### src/rtl/lx45_clock_monitor_pkg.sv
// -----------------------------------------------------------------------------
// lx45_clock_monitor_pkg
// Shared definitions for the lx45 clock monitor: FSM state encoding and the
// default window / stuck-limit constants. The status register map imports
// this package so that firmware-visible state codes stay in step with the RTL.
// -----------------------------------------------------------------------------
package lx45_clock_monitor_pkg;

  // Measurement FSM state encoding (also reported through the status map).
  typedef enum logic [1:0] {
    ST_IDLE   = 2'd0,
    ST_GATE   = 2'd1,
    ST_REPORT = 2'd2
  } mon_state_e;

  // Defaults: 1 ms gate at 50 MHz, 16-bit count, 64-cycle stuck threshold.
  localparam int unsigned LX45_GATE_CYCLES_DEF = 50000;
  localparam int unsigned LX45_COUNT_W_DEF     = 16;
  localparam int unsigned LX45_STUCK_LIMIT_DEF = 64;

  // Internal counter widths, sized to the largest legal parameter values.
  localparam int unsigned LX45_GATE_W = 24;
  localparam int unsigned LX45_IDLE_W = 16;

endpackage

### src/rtl/lx45_clock_monitor_if.sv
// -----------------------------------------------------------------------------
// lx45_clock_monitor_if
// Signal bundle between the clock monitor and its user (status logic / bench).
//   mon_in      : monitored clock-like signal, asynchronous to clk
//   enable      : level-sensitive measurement enable
//   count       : rising edges counted in the last completed window
//   count_valid : one-cycle pulse when count/overflow update
//   overflow    : last completed window saturated the counter
//   stuck       : no mon_in edge seen for STUCK_LIMIT cycles
// Modports: master drives mon_in/enable, slave (the monitor) drives results.
// -----------------------------------------------------------------------------
interface lx45_clock_monitor_if #(
  parameter int unsigned COUNT_W = 16
);
  logic               mon_in;
  logic               enable;
  logic [COUNT_W-1:0] count;
  logic               count_valid;
  logic               overflow;
  logic               stuck;

  modport master (
    output mon_in, enable,
    input  count, count_valid, overflow, stuck
  );

  modport slave (
    input  mon_in, enable,
    output count, count_valid, overflow, stuck
  );
endinterface

### src/rtl/lx45_sync_edge.sv
// -----------------------------------------------------------------------------
// lx45_sync_edge
// Two-flop synchronizer plus one history flop for an asynchronous input, with
// rising-edge and any-edge detect. Reusable for buttons, PS/2 lines, etc.
//   clk     : sampling clock
//   reset   : synchronous, active-high
//   i_async : asynchronous input
//   o_rise  : one-cycle pulse on a synchronized 0->1 transition
//   o_edge  : one-cycle pulse on any synchronized transition
// -----------------------------------------------------------------------------
module lx45_sync_edge (
  input  logic clk,
  input  logic reset,
  input  logic i_async,
  output logic o_rise,
  output logic o_edge
);

  logic r_s1;
  logic r_s2;
  logic r_s3;

  // NOTE: non-blocking assignments let every flop sample the pre-edge value of
  // its neighbour, which is what makes this a shift chain rather than a wire.
  always_ff @(posedge clk) begin
    if (reset) begin
      r_s1 <= 1'b0;
      r_s2 <= 1'b0;
      r_s3 <= 1'b0;
    end else begin
      r_s1 <= i_async;
      r_s2 <= r_s1;
      r_s3 <= r_s2;
    end
  end

  // r_s1 may be metastable; detection uses only the settled r_s2/r_s3 pair.
  assign o_rise = r_s2 & ~r_s3;
  assign o_edge = r_s2 ^ r_s3;

endmodule

### src/rtl/lx45_clock_monitor.sv
// -----------------------------------------------------------------------------
// lx45_clock_monitor
// Frequency meter and stuck-clock detector running in the clk50 domain.
// Counts rising edges of bus.mon_in over a GATE_CYCLES window, reports the
// count (with saturation flag) once per window, and flags a stopped clock.
//   clk   : clk50 domain clock
//   reset : synchronous, active-high
//   bus   : lx45_clock_monitor_if slave (mon_in/enable in, results out)
// -----------------------------------------------------------------------------
module lx45_clock_monitor
  import lx45_clock_monitor_pkg::*;
#(
  parameter int unsigned GATE_CYCLES = LX45_GATE_CYCLES_DEF,
  parameter int unsigned COUNT_W     = LX45_COUNT_W_DEF,
  parameter int unsigned STUCK_LIMIT = LX45_STUCK_LIMIT_DEF
) (
  input  logic                 clk,
  input  logic                 reset,
  lx45_clock_monitor_if.slave  bus
);

  localparam logic [LX45_GATE_W-1:0] GATE_LAST = LX45_GATE_W'(GATE_CYCLES - 1);
  localparam logic [LX45_IDLE_W-1:0] STUCK_LIM = LX45_IDLE_W'(STUCK_LIMIT);
  localparam logic [COUNT_W-1:0]     EDGE_MAX  = '1;
  localparam logic [LX45_IDLE_W-1:0] IDLE_MAX  = '1;

  mon_state_e             r_state;
  mon_state_e             w_state_nxt;
  logic [LX45_GATE_W-1:0] r_gate_cnt;
  logic [COUNT_W-1:0]     r_edge_cnt;
  logic                   r_sat;
  logic [COUNT_W-1:0]     r_count;
  logic                   r_overflow;
  logic                   r_count_valid;
  logic [LX45_IDLE_W-1:0] r_idle_cnt;
  logic [LX45_IDLE_W-1:0] w_idle_nxt;
  logic                   r_stuck;
  logic                   w_rise;
  logic                   w_edge;
  logic                   w_gate_last;

  lx45_sync_edge u_sync_edge (
    .clk     (clk),
    .reset   (reset),
    .i_async (bus.mon_in),
    .o_rise  (w_rise),
    .o_edge  (w_edge)
  );

  assign w_gate_last = (r_gate_cnt == GATE_LAST);

  // State register.
  always_ff @(posedge clk) begin
    if (reset) r_state <= ST_IDLE;
    else       r_state <= w_state_nxt;
  end

  // NOTE: every always_comb output gets a default first so no path through the
  // case/if tree leaves it unassigned and infers a latch.
  always_comb begin
    w_state_nxt = r_state;
    unique case (r_state)
      ST_IDLE:   if (bus.enable) w_state_nxt = ST_GATE;
      ST_GATE: begin
        // Dropping enable aborts the window; it takes priority over gate end.
        if (!bus.enable)      w_state_nxt = ST_IDLE;
        else if (w_gate_last) w_state_nxt = ST_REPORT;
      end
      ST_REPORT: w_state_nxt = bus.enable ? ST_GATE : ST_IDLE;
      default:   w_state_nxt = ST_IDLE;
    endcase
  end

  // Gate/edge counters and the reported results.
  always_ff @(posedge clk) begin
    if (reset) begin
      r_gate_cnt    <= '0;
      r_edge_cnt    <= '0;
      r_sat         <= 1'b0;
      r_count       <= '0;
      r_overflow    <= 1'b0;
      r_count_valid <= 1'b0;
    end else begin
      r_count_valid <= 1'b0;
      if (r_state == ST_GATE && bus.enable) begin
        r_gate_cnt <= r_gate_cnt + LX45_GATE_W'(1);
        // A rise in the last gate cycle still lands here before REPORT.
        if (w_rise) begin
          if (r_edge_cnt == EDGE_MAX) r_sat      <= 1'b1;
          else                        r_edge_cnt <= r_edge_cnt + COUNT_W'(1);
        end
      end else begin
        // IDLE, REPORT (dead cycle) and an aborted GATE all restart from zero.
        r_gate_cnt <= '0;
        r_edge_cnt <= '0;
        r_sat      <= 1'b0;
        if (r_state == ST_REPORT) begin
          r_count       <= r_edge_cnt;
          r_overflow    <= r_sat;
          r_count_valid <= 1'b1;
        end
      end
    end
  end

  // Cycles since the last mon_in edge while enabled, saturating.
  always_comb begin
    w_idle_nxt = r_idle_cnt;
    if (w_edge || !bus.enable)   w_idle_nxt = '0;
    else if (r_idle_cnt != IDLE_MAX) w_idle_nxt = r_idle_cnt + LX45_IDLE_W'(1);
  end

  // stuck follows the updated idle count so it drops the cycle after an edge.
  always_ff @(posedge clk) begin
    if (reset) begin
      r_idle_cnt <= '0;
      r_stuck    <= 1'b0;
    end else begin
      r_idle_cnt <= w_idle_nxt;
      r_stuck    <= (w_idle_nxt >= STUCK_LIM);
    end
  end

  assign bus.count       = r_count;
  assign bus.count_valid = r_count_valid;
  assign bus.overflow    = r_overflow;
  assign bus.stuck       = r_stuck;

endmodule

### src/flat_wrapper.sv
// flat-port wrapper written by rule: the top's interface ports become plain ports
module lx45_clock_monitor_flat import lx45_clock_monitor_pkg::*;
#(
  parameter int unsigned GATE_CYCLES = LX45_GATE_CYCLES_DEF,
  parameter int unsigned COUNT_W     = LX45_COUNT_W_DEF,
  parameter int unsigned STUCK_LIMIT = LX45_STUCK_LIMIT_DEF
)
  (clk, reset, bus_mon_in, bus_enable, bus_count, bus_count_valid, bus_overflow, bus_stuck);
  lx45_clock_monitor_if #(.COUNT_W(COUNT_W)) bus_i ();
  input  logic clk;
  input  logic reset;
  input wire logic [$bits(bus_i.mon_in)-1:0] bus_mon_in;
  input wire logic [$bits(bus_i.enable)-1:0] bus_enable;
  output wire logic [$bits(bus_i.count)-1:0] bus_count;
  output wire logic [$bits(bus_i.count_valid)-1:0] bus_count_valid;
  output wire logic [$bits(bus_i.overflow)-1:0] bus_overflow;
  output wire logic [$bits(bus_i.stuck)-1:0] bus_stuck;
  assign bus_i.mon_in = bus_mon_in;
  assign bus_i.enable = bus_enable;
  assign bus_count = bus_i.count;
  assign bus_count_valid = bus_i.count_valid;
  assign bus_overflow = bus_i.overflow;
  assign bus_stuck = bus_i.stuck;
  lx45_clock_monitor #(.GATE_CYCLES(GATE_CYCLES), .COUNT_W(COUNT_W), .STUCK_LIMIT(STUCK_LIMIT)) u_core (.clk(clk), .reset(reset), .bus(bus_i));
endmodule
### config.mk
export PLATFORM = sky130hd
export DESIGN_NAME = lx45_clock_monitor_flat
export DESIGN_NICKNAME = d
export VERILOG_FILES = /design/src/rtl/lx45_clock_monitor_pkg.sv /design/src/rtl/lx45_clock_monitor_if.sv /design/src/rtl/lx45_sync_edge.sv /design/src/rtl/lx45_clock_monitor.sv /design/src/flat_wrapper.sv
export SDC_FILE = /design/constraint.sdc
export NUM_CORES = 1
export LEC_CHECK = 0
export BUFFER_PORTS_ARGS = -buffer_cell sky130_fd_sc_hd__buf_2
export CAP_MARGIN = 40
export CORE_MARGIN = 2
export CORE_UTILIZATION = 50
export DETAILED_ROUTE_END_ITERATION = 12
export GPL_ROUTABILITY_DRIVEN = 0
export GPL_TIMING_DRIVEN = 1
export PLACE_DENSITY = 0.71
export SYNTH_ARGS = -nofsm -noshare
export SYNTH_HDL_FRONTEND = slang
export SYNTH_SLANG_ARGS = --single-unit
### constraint.sdc
create_clock -name clk -period 2.8 [get_ports clk]
set_input_delay 0.42 -clock clk [delete_from_list [all_inputs] [get_ports clk]]
set_output_delay 0.42 -clock clk [all_outputs]
set_load 0.03 [all_outputs]
* Yosys cells after proc, flatten, opt, wreduce, memory -nomap -nowiden *
Index checks and enable logic that the tools add are counted.

storage, ports and cells
  register bits = 81
  bits of input ports = 4
  logic and storage cells = 46

cells by class
  add/sub/neg operators = 3
  magnitude comparators = 1
  equality and inequality tests = 7
  mux-type cells = 8
  bitwise gates (word level) = 5
  reductions and logical operators = 10

operators with widths
  operator                                                count
  adder 16 x 1 -> 16 bit (second input constant)          2
  2-to-1 mux 16 bit                                       2
  adder 24 x 1 -> 24 bit (second input constant)          1
  equality test 24 x 16 -> 1 bit (second input constant)  1
  equality test 16 bit (second input constant)            1
  >= comparator 16 x 7 -> 1 bit (second input constant)   1
  inequality test 16 bit (second input constant)          1
  AND reduction 2 bit                                     4
  2-to-1 mux 2 bit                                        3
  one-hot mux 2 bit (3 select lines)                      1
  OR reduction 2 bit                                      2
  inequality test 3 x 2 -> 1 bit (second input constant)  1
  inverter 1 bit                                          3
  equality test 2 x 1 -> 1 bit (second input constant)    1
  equality test 2 bit (second input constant)             1
  logical NOT 2 bit                                       1
  2-to-1 mux 1 bit                                        2
  inequality test 2 bit (second input constant)           1
  bitwise AND 1 bit                                       1
  logical AND 1 bit                                       1
  logical NOT 1 bit                                       1
  logical OR 1 bit                                        1
  XOR 1 bit                                               1

* Longest topological paths before layout *
  depth in word-level cells = 4
  gate-level depth with buffers = 8
  mapped depth without buffers = 7

* Modules after synthesis *
From an unflattened synthesis, not the netlist that was laid out.

unflattened totals
  cells, all modules = 400
  area total of the unflattened synthesis = 3442.1 µm²

by module, submodules not included
  module              times used  cells each  area an instance (µm²)
  lx45_clock_monitor  1           391         3343.2
  lx45_sync_edge      1           9           98.8

* Worst setup path after synthesis *
Ideal clock, no wire load.

  kind = reg2reg
  start point = register u_core.r_gate_cnt[0]
  end point = register u_core.r_gate_cnt[20]
  arrival time = 2.206 ns
  slack = 0.524 ns
  cell stages (with the launch flop) = 8
  path buffers = 1
  clock period less this slack = 2.276 ns
  cell sequence = dfxtp_1 ha_1 inv_1 or4_4 buf_6 or4_4 or3_1 a21oi_1

on the way
  longest elaborated chain between the ends = 1

RTL lines
  what                    RTL line                  text
  from (decl)             lx45_clock_monitor.sv:29  logic [LX45_GATE_W-1:0] r_gate_cnt;
  from (signal assigned)  lx45_clock_monitor.sv:86  r_gate_cnt <= r_gate_cnt + LX45_GATE_W'(1);
  adder 24 x 1 -> 24 bit  lx45_clock_monitor.sv:86

No other way between the ends.
A chain may end at the register's enable or synchronous reset.

* Worst setup path in the final report *
  start point = register u_core.r_gate_cnt[0]
  end point = register u_core.r_gate_cnt[18]

Same word-level chain as after synthesis.

==> qor.yml <==
outcome: "completed"
fin_crit_ns: 2.32
postLayoutSetupSlackWorst_ns: 0.482
synth_top_area_share_pct: 45.7
slew_headroom_pct: 52.3
cts_buffers: 9
p_sw_w: 0.000446
crit_type: "flip-flop to flip-flop"
hold_violations: 0
syn-cell-area_mm2: 0.00355
io_pins: 23
worst_pin_slew_ns: 0.716
post-route-drc-count: 0
cp.arrival_ns: 2.60
drv_cap: 0
grt_pass1_vias: 2710
row_count: 30
dr_total_vias: 2938
ant_nets: 0
grt_usage_pct: 19.0
cts-root-buf: "clkbuf_8"
async_reset_ff_share_pct: 0
grt.busiest_layer: "met2"
ys.flop_type: "dfxtp_1"
cts_resized: 0
core-area_mm2: 0.00683
n_antenna_cell: 0
required_ns: 3.08
setup_viol: 0
syn_nets: 424
grt_pass1_wl_mm: 11.6
ys_seq_area_share_pct: 45.7
power_frac_comb_pct: 1.3
routed_wl_mm: 6.82
clock_skew_ns: 0.0118
grt_antenna_before_repair: 0
tns_ns: 0
pwr-share-clk_pct: 46.2
met3_usage_pct: 5.97
p_int_w: 0.00176
syn_to_final_growth_pct: 11.7
yosys_register_bits: 81
peakVddDrop_uv: 296
grt_use_met1_pct: 23.9
wire_per_inst_um: 12.8
hp-class: "primary input to flip-flop"
cts_buffer_depth: 2
synth_edf_count: 0
rsz0062_at_grt: "no"
switching_share_pct: 20.2
die-area_mm2: 0.00779
vias_per_cell: 5.50
synthDistinctLibCells: 45
final_nets: 441
start_util_pct: 52.0
endpoint_kind: "flip-flop"
clock.fmax_ghz: 0.431
seqPwrFrac_pct: 52.5
postCtsSetupBuffers: 0
finalMaxSlewViolations: 0
drive_gt1_share_pct: 11.4
crit_path_start_kind: "flip-flop"
synth_top_area_cell: "dfxtp_1"
first_pass_iters: 4
place_ws_ns: 0.479
synthTopCellsByArea: "dfxtp_1 (46%), nand2_1 (6.0%), xor2_1 (4.7%)"
post-dp-hpwl_mm: 4.74
cts_sinks: 81
worstPathMaxFanout: 7
synth_cells: 416
path_clk_slew_ns: 0.08
cellLeakagePower_nw: 1.42
ys_top_cells_by_count: "dfxtp_1 (81), nand2_1 (57), nor2_1 (42)"
die_y_um: 88.3
drtIter0Drc: 124
syn_area_per_cell_um2: 8.54
place.port_buffers: 22
dieWidth_um: 88.3
grt.overflow.total: 0
grt_max_degree: 23
fin_crit_sh_pct: 82.8
grtUsageMet2_pct: 30.7
clock_latency_ns: 0.35
yosys_warnings: 0
power_density_mw_per_mm2: 556
yosysMostFrequentCell: "dfxtp_1"
cts_tree: "done"
htree_levels: 3
postCtsHoldBufs: 0
==> critical path, cell delays in order (launching register included) <==
cell and delay, ns:
dfxtp_1 0.38, ha_1 0.21, inv_1 0.05, or4_4 0.56
or4_4 0.56, or3_1 0.36, a21oi_1 0.14
==> path summary, 6_finish.rpt <==
check | startpoint | slack [ns] | endpoint | cells after the start
max | u_core.r_gate_cnt[0] | 0.48 | u_core.r_gate_cnt[18] | 6
min | bus_mon_in | 0.28 | u_core.u_sync_edge.r_s1 | 2
max reg2reg | u_core.r_gate_cnt[0] | 0.48 | u_core.r_gate_cnt[18] | 6
min reg2reg | u_core.bus.count[6] | 0.45 | u_core.bus.count[6] | 2
==> placed cells by master, fill, tap and decap left out, drive strengths merged, types with 4 or more instances in the layout <==
cell	n
o21ai	13
nand3	18
o211ai	8
and2	7
ha	4
a21oi	32
nor2	42
and3	15
xor2	19
inv	6
nor4	8
dfxtp	81
a31oi	6
clkbuf	10
nand4	10
xnor2	12
nor3	5
nor2b	7
or3	6
buf	27
or4	5
and4	8
nand2	57
==> power by group through the flow <==
stage          logic (W)  registers, W  clock network [W]
2_1_floorplan  0.0000210       0.00118                  0
3_3_place_gp   0.0000281       0.00119                  0
3_5_place_dp   0.0000289       0.00119                  0
4_1_cts        0.0000290       0.00116            0.00105
5_1_grt        0.0000327       0.00116            0.00110
6_report       0.0000286       0.00116            0.00102
==> cell families (layout without fill, tap and decap cells) <==
| logic type | count (synthesis) | count (layout) | share of synthesized area (%) |
|---|---|---|---|
| AOI/OAI and AO/OA | 73 | 73 | 12.4 |
| adders and majority gates | 4 | 4 | 1.41 |
| DFF | 81 | 81 | 45.7 |
| buffers and inverters | 26 | 48 | 3.17 |
| and+or+nand+nor | 198 | 198 | 28.8 |
| xor gates and xnor gates | 31 | 31 | 7.65 |
| muxes | 3 | 3 | 0.846 |
==> flip-flops by register name, summed over array words and instances (netlist names) <==
signal,cells
u_core.u_sync_edge.r_s2,1
u_core.r_sat,1
u_core.u_sync_edge.r_s3,1
u_core.bus.count_valid,1
u_core.r_state,2
u_core.u_sync_edge.r_s1,1
u_core.bus.stuck,1
u_core.bus.count,16
u_core.r_edge_cnt,16
u_core.r_idle_cnt,16
u_core.bus.overflow,1
u_core.r_gate_cnt,24
==> cell type report <==
cell class | instances | area (µm²)
clock buffer | 10 | 128
multi-input combinational | 309 | 1820
tap | 96 | 120
fill | 629 | 2860
sequential | 81 | 1620
clock inverter | 6 | 115
inverter | 5 | 18.8
timing repair buffer | 27 | 148
==> through the flow <==
stage | std cells | util, % | instance area, µm² | power (W) | hold slack, ns
2_1_floorplan | 416 | - | 3550 | 0.00121 | 0.414
3_3_place_gp | 518 | 54.5 | 3720 | 0.00121 | 0.439
3_5_place_dp | 518 | 54.5 | 3720 | 0.00121 | 0.446
4_1_cts | 534 | 58.1 | 3970 | 0.00224 | 0.257
5_1_grt | 534 | 58.1 | 3970 | 0.00229 | 0.262
6_report | 534 | 58.1 | 3970 | 0.00221 | 0.281
==> routing by layer <==
metal | vias to the layer above | part of all wire, % | routed length (µm)
met4 | 0 | 1.1 | 78
li1 | 1503 | - | -
met2 | 36 | 48 | 3240
met1 | 1391 | 48 | 3290
met3 | 8 | 3.0 | 204
met5 | - | 0 | 0
(Power assumes the default switching activity.)
